## config.mk

```make
export PLATFORM = sky130hd
export DESIGN_NAME = pool_mid_res_buf_ctrl
export DESIGN_NICKNAME = d
export VERILOG_FILES = /design/src/rtl/pool_mid_res_buf_ctrl.sv
export SDC_FILE = /design/constraint.sdc
export NUM_CORES = 2
export LEC_CHECK = 0
export ABC_AREA = 1
export BUFFER_PORTS_ARGS = -buffer_cell sky130_fd_sc_hd__buf_2
export CELL_PAD_IN_SITES_DETAIL_PLACEMENT = 0
export CELL_PAD_IN_SITES_GLOBAL_PLACEMENT = 2
export CORE_MARGIN = 2
export CORE_UTILIZATION = 48
export DETAILED_ROUTE_END_ITERATION = 8
export GPL_TIMING_DRIVEN = 0
export HOLD_SLACK_MARGIN = 0.06
export MAX_ROUTING_LAYER = met4
export PLACE_DENSITY = 0.86
export SETUP_SLACK_MARGIN = 0.3
export SYNTH_ARGS = -nofsm -noshare
export SYNTH_HDL_FRONTEND = slang
export SYNTH_SLANG_ARGS = --single-unit
```

## constraint.sdc

```tcl
create_clock -name aclk -period 6 [get_ports aclk]
set_input_delay 0.9 -clock aclk [delete_from_list [all_inputs] [get_ports aclk]]
set_output_delay 0.9 -clock aclk [all_outputs]
set_load 0.01 [all_outputs]
```

## src/rtl/pool_mid_res_buf_ctrl.sv

```systemverilog
// Issue/write-back controller around pool_middle_res_upd: reads the stored middle result, issues it to the
// updater, writes each update back and queues window results. Optional err_flag: POOL_MID_RES_BUF_ERR_CHK_EN.
`timescale 1ns/1ps
module pool_mid_res_buf_ctrl #(
  parameter int ADDR_WIDTH     = 6,
  parameter int TAG_FIFO_DEPTH = 8,
  parameter int OUT_FIFO_DEPTH = 8,
  parameter int SIM_DELAY      = 1
) (
  input  logic                  aclk,
  input  logic                  aresetn,
  input  logic                  aclken,
  input  logic [15:0]           s_feat_data,
  input  logic [ADDR_WIDTH-1:0] s_feat_addr,
  input  logic                  s_feat_first,
  input  logic                  s_feat_last,
  input  logic                  s_feat_zero_sfc,
  input  logic                  s_feat_valid,
  output logic                  s_feat_ready,
  output logic [15:0]           pool_upd_in_data,
  output logic [31:0]           pool_upd_in_org_mid_res,
  output logic                  pool_upd_in_is_first_item,
  output logic                  pool_upd_in_is_zero_sfc,
  output logic                  pool_upd_in_valid,
  input  logic [31:0]           pool_upd_out_data,
  input  logic                  pool_upd_out_valid,
  output logic [31:0]           m_res_data,
  output logic [ADDR_WIDTH-1:0] m_res_addr,
  output logic                  m_res_valid,
  input  logic                  m_res_ready
`ifdef POOL_MID_RES_BUF_ERR_CHK_EN
  ,
  output logic                  err_flag
`endif
);

  localparam int TP        = $clog2(TAG_FIFO_DEPTH);
  localparam int OP        = $clog2(OUT_FIFO_DEPTH);
  localparam int CW        = OP + 2;
  localparam int RAM_DEPTH = 1 << ADDR_WIDTH;

  // Register updates are zero-delay here; SIM_DELAY only keeps the parameter list compatible.
  if (SIM_DELAY < 0) begin : g_sim_delay_unused
  end

  logic [31:0]             ram [RAM_DEPTH];
  logic [31:0]             rd_data;

  logic                    s1_valid;
  logic                    s1_first;
  logic                    s1_zero;
  logic                    s1_last;
  logic [15:0]             s1_data;
  logic [ADDR_WIDTH-1:0]   s1_addr;

  logic [ADDR_WIDTH:0]     tag_mem [TAG_FIFO_DEPTH];
  logic [TP-1:0]           tag_wr_ptr;
  logic [TP-1:0]           tag_rd_ptr;
  logic [TP:0]             tag_cnt;

  logic [ADDR_WIDTH+31:0]  out_mem [OUT_FIFO_DEPTH];
  logic [OP-1:0]           out_wr_ptr;
  logic [OP-1:0]           out_rd_ptr;
  logic [OP:0]             out_cnt;

  logic                    run;
  logic                    hazard;
  logic [CW-1:0]           inflight;
  logic [CW-1:0]           occupancy;
  logic                    accept;
  logic                    tag_push;
  logic                    tag_pop;
  logic                    wb_valid;
  logic                    out_push;
  logic                    out_pop;
  logic [ADDR_WIDTH-1:0]   head_addr;
  logic                    head_last;

  assign head_addr = tag_mem[tag_rd_ptr][ADDR_WIDTH:1];
  assign head_last = tag_mem[tag_rd_ptr][0];

  // An address already in stage 1 or awaiting write-back must not be read again until its update lands.
  always_comb begin
    hazard = s1_valid && (s1_addr == s_feat_addr);
    for (int k = 0; k < TAG_FIFO_DEPTH; k++) begin
      if ((k < int'(tag_cnt)) && (tag_mem[tag_rd_ptr + TP'(k)][ADDR_WIDTH:1] == s_feat_addr)) begin
        hazard = 1'b1;
      end
    end
  end

  assign inflight     = CW'(tag_cnt) + CW'(s1_valid);
  assign occupancy    = inflight + CW'(out_cnt);
  assign s_feat_ready = run && (inflight < CW'(TAG_FIFO_DEPTH))
                            && (occupancy < CW'(OUT_FIFO_DEPTH)) && !hazard;

  assign accept   = aclken && s_feat_valid && s_feat_ready;
  assign tag_push = aclken && s1_valid;
  assign wb_valid = aclken && pool_upd_out_valid;
  assign tag_pop  = wb_valid && (tag_cnt != '0);
  assign out_push = tag_pop && head_last;
  assign out_pop  = aclken && m_res_valid && m_res_ready;

  always_ff @(posedge aclk or negedge aresetn) begin
    if (!aresetn) begin
      run <= 1'b0;
    end else if (aclken) begin
      run <= 1'b1;
    end
  end

  // Mid-result RAM: write-back port and registered read port (never the same address in one cycle).
  always_ff @(posedge aclk) begin
    if (tag_pop) begin
      ram[head_addr] <= pool_upd_out_data;
    end
  end

  always_ff @(posedge aclk or negedge aresetn) begin
    if (!aresetn) begin
      rd_data <= '0;
    end else if (accept) begin
      rd_data <= ram[s_feat_addr];
    end
  end

  always_ff @(posedge aclk or negedge aresetn) begin
    if (!aresetn) begin
      s1_valid <= 1'b0;
      s1_first <= 1'b0;
      s1_zero  <= 1'b0;
      s1_last  <= 1'b0;
      s1_data  <= '0;
      s1_addr  <= '0;
    end else if (aclken) begin
      s1_valid <= accept;
      if (accept) begin
        s1_first <= s_feat_first;
        s1_zero  <= s_feat_zero_sfc;
        s1_last  <= s_feat_last;
        s1_data  <= s_feat_data;
        s1_addr  <= s_feat_addr;
      end
    end
  end

  assign pool_upd_in_valid         = s1_valid;
  assign pool_upd_in_data          = s1_data;
  assign pool_upd_in_org_mid_res   = rd_data;
  assign pool_upd_in_is_first_item = s1_first;
  assign pool_upd_in_is_zero_sfc   = s1_zero;

  always_ff @(posedge aclk) begin
    if (tag_push) begin
      tag_mem[tag_wr_ptr] <= {s1_addr, s1_last};
    end
  end

  always_ff @(posedge aclk or negedge aresetn) begin
    if (!aresetn) begin
      tag_wr_ptr <= '0;
      tag_rd_ptr <= '0;
      tag_cnt    <= '0;
    end else begin
      if (tag_push) begin
        tag_wr_ptr <= tag_wr_ptr + TP'(1);
      end
      if (tag_pop) begin
        tag_rd_ptr <= tag_rd_ptr + TP'(1);
      end
      case ({tag_push, tag_pop})
        2'b10:   tag_cnt <= tag_cnt + (TP+1)'(1);
        2'b01:   tag_cnt <= tag_cnt - (TP+1)'(1);
        default: tag_cnt <= tag_cnt;
      endcase
    end
  end

  always_ff @(posedge aclk) begin
    if (out_push) begin
      out_mem[out_wr_ptr] <= {head_addr, pool_upd_out_data};
    end
  end

  always_ff @(posedge aclk or negedge aresetn) begin
    if (!aresetn) begin
      out_wr_ptr <= '0;
      out_rd_ptr <= '0;
      out_cnt    <= '0;
    end else begin
      if (out_push) begin
        out_wr_ptr <= out_wr_ptr + OP'(1);
      end
      if (out_pop) begin
        out_rd_ptr <= out_rd_ptr + OP'(1);
      end
      case ({out_push, out_pop})
        2'b10:   out_cnt <= out_cnt + (OP+1)'(1);
        2'b01:   out_cnt <= out_cnt - (OP+1)'(1);
        default: out_cnt <= out_cnt;
      endcase
    end
  end

  // m_res_* follows AXI-Stream rules: the head entry stays put until it is taken.
  assign m_res_valid = (out_cnt != '0);
  assign m_res_data  = m_res_valid ? out_mem[out_rd_ptr][31:0] : '0;
  assign m_res_addr  = m_res_valid ? out_mem[out_rd_ptr][ADDR_WIDTH+31:32] : '0;

`ifdef POOL_MID_RES_BUF_ERR_CHK_EN
  always_ff @(posedge aclk or negedge aresetn) begin
    if (!aresetn) begin
      err_flag <= 1'b0;
    end else if (wb_valid && (tag_cnt == '0)) begin
      err_flag <= 1'b1;
    end
  end
`endif

endmodule

```

# Word level (Yosys, flattened, before mapping)
# Memories as Yosys holds them, arrays and structs flattened. A register that Yosys moved wholly into a read port is not among the register bits.
# Cells that the tools add are included.
[word_totals]
regBits = 47
latch_bits = 0
ramBits = 2408
romBits = 0
input_bits = 63
output_inout_bits = 91
elab_cells = 100
mem_count = 3
[op_classes]
addsub = 16
multipliers = 0
div = 0
magnitude_cmp = 10
n_eq_ne = 13
n_shift = 0
mux = 18
bitwise = 0
n_reduce_logical = 27
[mem_list]
columns = ["name", "depth", "width", "read_ports", "rd_ports_with_merged_regs", "write_ports", "line_no", "rtl"]
rows = [
  ["ram", 64, 32, 1, 1, 1, "46", "logic [31:0] ram [RAM_DEPTH];"],
  ["out_mem", 8, 38, 1, 0, 1, "61", "logic [ADDR_WIDTH+31:0] out_mem [OUT_FIFO_DEPTH];"],
  ["tag_mem", 8, 7, 8, 0, 1, "56", "logic [ADDR_WIDTH:0] tag_mem [TAG_FIFO_DEPTH];"],
]
[op_table]
columns = ["op", "n"]
rows = [
  ["$eq 6x6->1", 9],
  ["$mux 32", 1],
  ["$logic_and 1x1->1", 20],
  ["$lt 3x4->1 const A", 4],
  ["$pmux 4 s2", 2],
  ["$mux 1", 14],
  ["$add 3x1->3 const B", 4],
  ["$add 3x3->3 const B", 4],
  ["$lt 5x4->1 const B", 2],
  ["$add 4x1->4 const B", 2],
  ["$lt 1x4->1 const A", 2],
  ["$lt 2x4->1 const A", 2],
  ["$reduce_bool 4->1", 2],
  ["$sub 4x1->4 const B", 2],
  ["$add 3x2->3 const B", 2],
  ["$mux 6", 1],
  ["$add 4x1->5", 1],
  ["$add 5x4->5", 1],
  ["$eq 2x1->1 const B", 2],
  ["$eq 2x2->1 const B", 2],
  ["$reduce_bool 2->1", 2],
  ["$logic_not 1->1", 2],
  ["$reduce_and 2->1", 1],
]

# Longest topological paths before layout
# An unclocked memory read counts as a cell.
[logic_depth]
ltp_word = 15
ltp_mapped = 24
depth_no_buf = 20

# Worst setup path before layout
# No wires, ideal clock.
[synth_timing]
path_type = "input-to-reg"
start = "in aclken"
end = "mem out_mem[0][0] (netlist bit) (enable)"
setup_time_ns = 0.433
arrival_ns = 3.261
t_required_ns = 5.567
setup_slack_ns = 2.306
stages = 5
path_buffers = 0
cell_sequence = "nand3_1 > inv_1 > o21ai_0 > or2_2 > nor2_1"
[synth_via]
elab_chain_len = 5
[synth_lines]
columns = ["element", "line_no", "rtl"]
rows = [
  ["start, declared", "12", "input logic aclken,"],
  ["$logic_and 1x1->1", "99", "assign wb_valid = aclken && pool_upd_out_valid;"],
  ["$logic_and 1x1->1", "100", "assign tag_pop = wb_valid && (tag_cnt != '0);"],
  ["$logic_and 1x1->1", "101", "assign out_push = tag_pop && head_last;"],
  ["$mux 1", "180", "if (out_push) begin"],
  ["$mux 1 (not written as such)", "181", "out_mem[out_wr_ptr] <= {head_addr, pool_upd_out_data};"],
  ["end, declared", "61", ""],
]
# No other way between the ends.

# Final worst setup path
[layout_timing]
start = "reg tag_rd_ptr[1]"
end = "out s_feat_ready"
[layout_via]
elab_chain_len = 13
word_cells_on_any_way = 34
cone_classes = "7 x add/sub; 8 x eq/ne; 8 x mux; 10 x reduce/logical; 1 x memory"
[layout_lines]
columns = ["element", "line_no", "rtl"]
rows = [
  ["start, declared", "58", "logic [TP-1:0] tag_rd_ptr;"],
  ["start signal, assigned", "169", "tag_rd_ptr <= tag_rd_ptr + TP'(1);"],
  ["$add 3x1->3 or $mem_v2 8x7 (tied branches)", "-", ""],
  ["$mem_v2 8x7 (*)", "-", ""],
  ["$eq 6x6->1 or $logic_and 1x1->1 (tied branches)", "86", "if ((k < int'(tag_cnt)) && (tag_mem[tag_rd_ptr + TP'(k)][ADDR_WIDTH:1] == s_feat_addr)) begin"],
  ["$logic_and 1x1->1 or $mux 1 (tied branches)", "86", ""],
  ["$mux 1 (6 in series)", "86", ""],
  ["$mux 1 (*)", "86", ""],
  ["$logic_not 1->1 (*)", "95", "&& (occupancy < CW'(OUT_FIFO_DEPTH)) && !hazard;"],
  ["$logic_and 1x1->1 (*)", "95", ""],
  ["end, declared", "19", "output logic s_feat_ready,"],
]
# Every way passes the cells marked *; elsewhere a longest branch is shown, timed or not.

==> impl_metrics.yaml <==
drt:
  routedWlPerCell_um: 33.75
  vias: 74250
  drt-initial-drc-count: 13370
  ant_nets: 0
  first_pass_iters: 6
  wl_met1_um: 149500
  met2WireLength_um: 170900
  wl_met3_um: 52740
  routed.top_layer: "met4"
  drc_errors: 0
  drt-total-wl_um: 394100
  via_per_inst: 6.358
die:
  initial_core_util_pct: 48.32
  pin_count: 154
  row_count: 167
  die_w_um: 460.8
  core_um2: 207300
  fp.dieH_um: 460.8
  dieArea_um2: 212300
run:
  maxCapViolations: 3
timing:
  slew_headroom_pct: -6.986
  final-max-slew-violation-count: 33
  worst-slew-pin-transition_ps: 1605
  fmax_mhz: 190.5
  timing.hold.ws_ps: 179.0
  setup_viol: 0
  layout_min_cycle_time_ps: 5249
  setup_ws_ps: 751.3
  hold_viol_final: 0
  clock_skew_ps: 75.84
  finalCritPeriodShare_pct: 87.48
  rsz0062_at_grt: "false"
min_path:
  min_path_type: "input pin to flip-flop"
  min_to: "ram[47][20]$_DFFE_PP_"
  min_from: "pool_upd_out_data[20]"
  hold_path_depth: 1
setup_path:
  worst_setup_path_start_kind: "flip-flop"
  critPathKind: "flip-flop to output pin"
  worstPathArrival_ps: 4350
  crit_start: "tag_rd_ptr[1]$_DFFE_PN0P_"
  crit_path_end_kind: "output pin"
  reg2reg_from: "tag_cnt[0]$_DFFE_PN0P_"
  cp_cell_sequence: "buf_4, inv_4, buf_4, ha_1, buf_2, inv_2, buf_2, nand3_1, nand3_1, nand3_1, nand2_1, inv_1, nand2_1, nor2_1, nand2_1, nand2_1, nand2_1, nand2_1, nor3_1, buf_2"
  slowest_stage: "dfrtp_1"
  cp_top_family: "simple AND/OR/NAND/NOR gates"
  worst_path_most_repeated_cell: "nand2_1"
  rr_worst_depth: 12
  worst-path-buf-inv: 8
  worst-r2r-setup-slack_ps: 1380
  slowest_delay_ps: 380
  worst-path-max-fanout: 10
  r2r_end: "ram[57][14]$_DFFE_PP_"
  cp.required_ps: 5100
global_route:
  antenna_found_initial: 23
  grt_pass1_vias: 68690
  grt_use_total_pct: 37.57
  grt_overflow: 0
  grt_pass1_wl_um: 534400
  grt_max_degree: 73
final_layout:
  final_layout_size_suffix_gt1_share_pct: 9.515
  nNetsFinal: 8775
  fillCellCount: 17180
  syn_to_final_growth_pct: 16.43
  multi_input_area_um2: 23750
  ff_latch_area_um2: 74290
logic_synthesis:
  synth.avg_cell_area_um2: 12.34
  synth-seq-cells: 2487
  synth_warnings: 0
  synthCells: 8118
  synth-edff-count: 2408
  async_reset_ff_share_pct: 3.177
  synth.yosys.seq_area_share_pct: 74.18
  yosysUniqueCellTypes: 40
  ys.flop_type: "edfxtp_1"
  synth_area_um2: 100100
  synth_nets: 8199
power_and_ir_drop:
  power_density_nw_per_um2: 396.4
  p_leak_uw: 0.03892
  peakVddDrop_uv: 396.1
clock_network:
  cts.clk_slew.worst_paths_ps: 60
  cts_resized: 0
  cts_tree: "yes"
  clockRootBuffer: "clkbuf_16"
  clock-sinks: 2487
  cts_buffers: 281
  clockBufferDepth: 4
  clk_latency_ps: 970
  htreeDepth: 5
status:
  status: "complete, but fails checks"
  violations: "capacitance limit, slew limit"
placement:
  portBuffers: 150
  dp_hpwl_um: 265600
  pre_cts_slack_ps: 906.5
  routabilityCongestion: 1.016
[placed cells by master (no fill, tap or decap), types with 37 or more instances in the layout]
master and count:
clkbuf_1 484, clkinv_1 54, inv_1 51, nand3_1 635
clkbuf_16 284, nor2_1 1317, o21ai_0 1240, nor2_4 72
buf_2 188, edfxtp_1 2408, clkinv_2 37, buf_1 45
buf_16 54, nand4_1 59, nand2_1 977, a31oi_1 39
dfrtp_1 79, o22ai_1 549, buf_12 88, buf_4 56
[how the worst max path moves through the flow]
stage | endpoint | slack (ps) | depth (start not counted)
finish | s_feat_ready | 750 | 20
detailed placement | pool_upd_in_org_mid_res[0]$_DFFE_PN0P_ | 910 | 11
global placement | ram[20][31]$_DFFE_PP_ | -1670 | 6
global route | s_feat_ready | 600 | 20
CTS | s_feat_ready | 760 | 20
floorplan | out_mem[0][0]$_DFFE_PP_ | 2310 | 5
[per-layer routing]
layer	global-route usage (%)	vias to the layer above
met5	-	-
met4	17.15	0
met3	9.339	918
met2	53.64	5389
met1	50.84	37040
li1	-	30910
[cells in the mapped netlist, types with 4 or more instances]
library cell,n,area [um2]
nand4_1,59,369.1
clkbuf_1,421,1580
o211ai_1,10,75.07
nand3_1,635,3178
xor2_1,20,175.2
nand2_1,977,3667
nand2_2,4,25.02
o21ai_0,1240,6206
inv_2,4,15.01
a31oi_1,39,244.0
buf_1,45,168.9
ha_1,17,212.7
nor2_1,1389,5214
buf_2,71,355.3
dfrtp_1,79,1977
o22ai_1,549,3435
o21ai_1,4,20.02
buf_4,23,172.7
a21oi_1,11,55.05
buf_6,12,135.1
edfxtp_1,2408,72310
and2_0,10,62.56
xnor2_1,4,35.03
and2_1,11,68.82
inv_1,51,191.4
[area by class of cell]
cell class              count  area share [%]
flip-flops and latches   2487           63.71
multi-input cells        4998           20.37
clock buffers             355           6.358
repair buffers            293           3.509
well taps                2788           2.992
plain buffers             572           2.073
clock inverters           115          0.7651
inverters                  61          0.2050
diodes                      9         0.01932
[logic make-up (layout without fill, tap and decap cells)]
| family | Yosys count | in the layout | share of synthesized area, % |
|---|---|---|---|
| AOI/OAI and AO/OA | 1858 | 1858 | 10.06 |
| adders and majority gates | 18 | 18 | 0.2324 |
| xor gates and xnor gates | 26 | 26 | 0.2424 |
| DFF | 2487 | 2487 | 74.18 |
| other | 0 | 9 | 0 |
| buffers and inverters | 633 | 1396 | 2.647 |
| and+or+nand+nor | 3096 | 3096 | 12.64 |
[registers in the layout, indices dropped and copies added (netlist names), 3 cells and up]
name	cells
ram	2048
out_mem	304
tag_mem	56
pool_upd_in_org_mid_res	32
pool_upd_in_data	16
s1_addr	6
out_cnt	4
tag_cnt	4
out_rd_ptr	3
out_wr_ptr	3
tag_rd_ptr	3
tag_wr_ptr	3
[where the power goes]
part | total, uW | switching (uW) | internal [uW]
registers | 20300 | 348 | 20000
clock network | 16100 | 6840 | 9250
logic | 9810 | 7210 | 2600
total | 46200 | 14400 | 31800
[repair_timing]
item | CTS | global route
hold buffers | 1 | 0
setup buffers | 0 | 0
endpoints found under the hold margin | 25 | 0
setup endpoints to repair | 0 | 0
[through the flow]
stage	setup TNS [ps]	util, %	std cells	instance area (um2)	power, uW
floorplan	0	-	8118	100100	25840
global placement	-2178690	50.36	11060	104400	29770
detailed placement	0	52.23	11200	108300	30280
CTS	0	56.24	11670	116600	46060
global route	0	56.25	11680	116600	47650
finish	0	56.25	11680	116600	46230
Note: power is estimated with default switching activity, not from simulation.
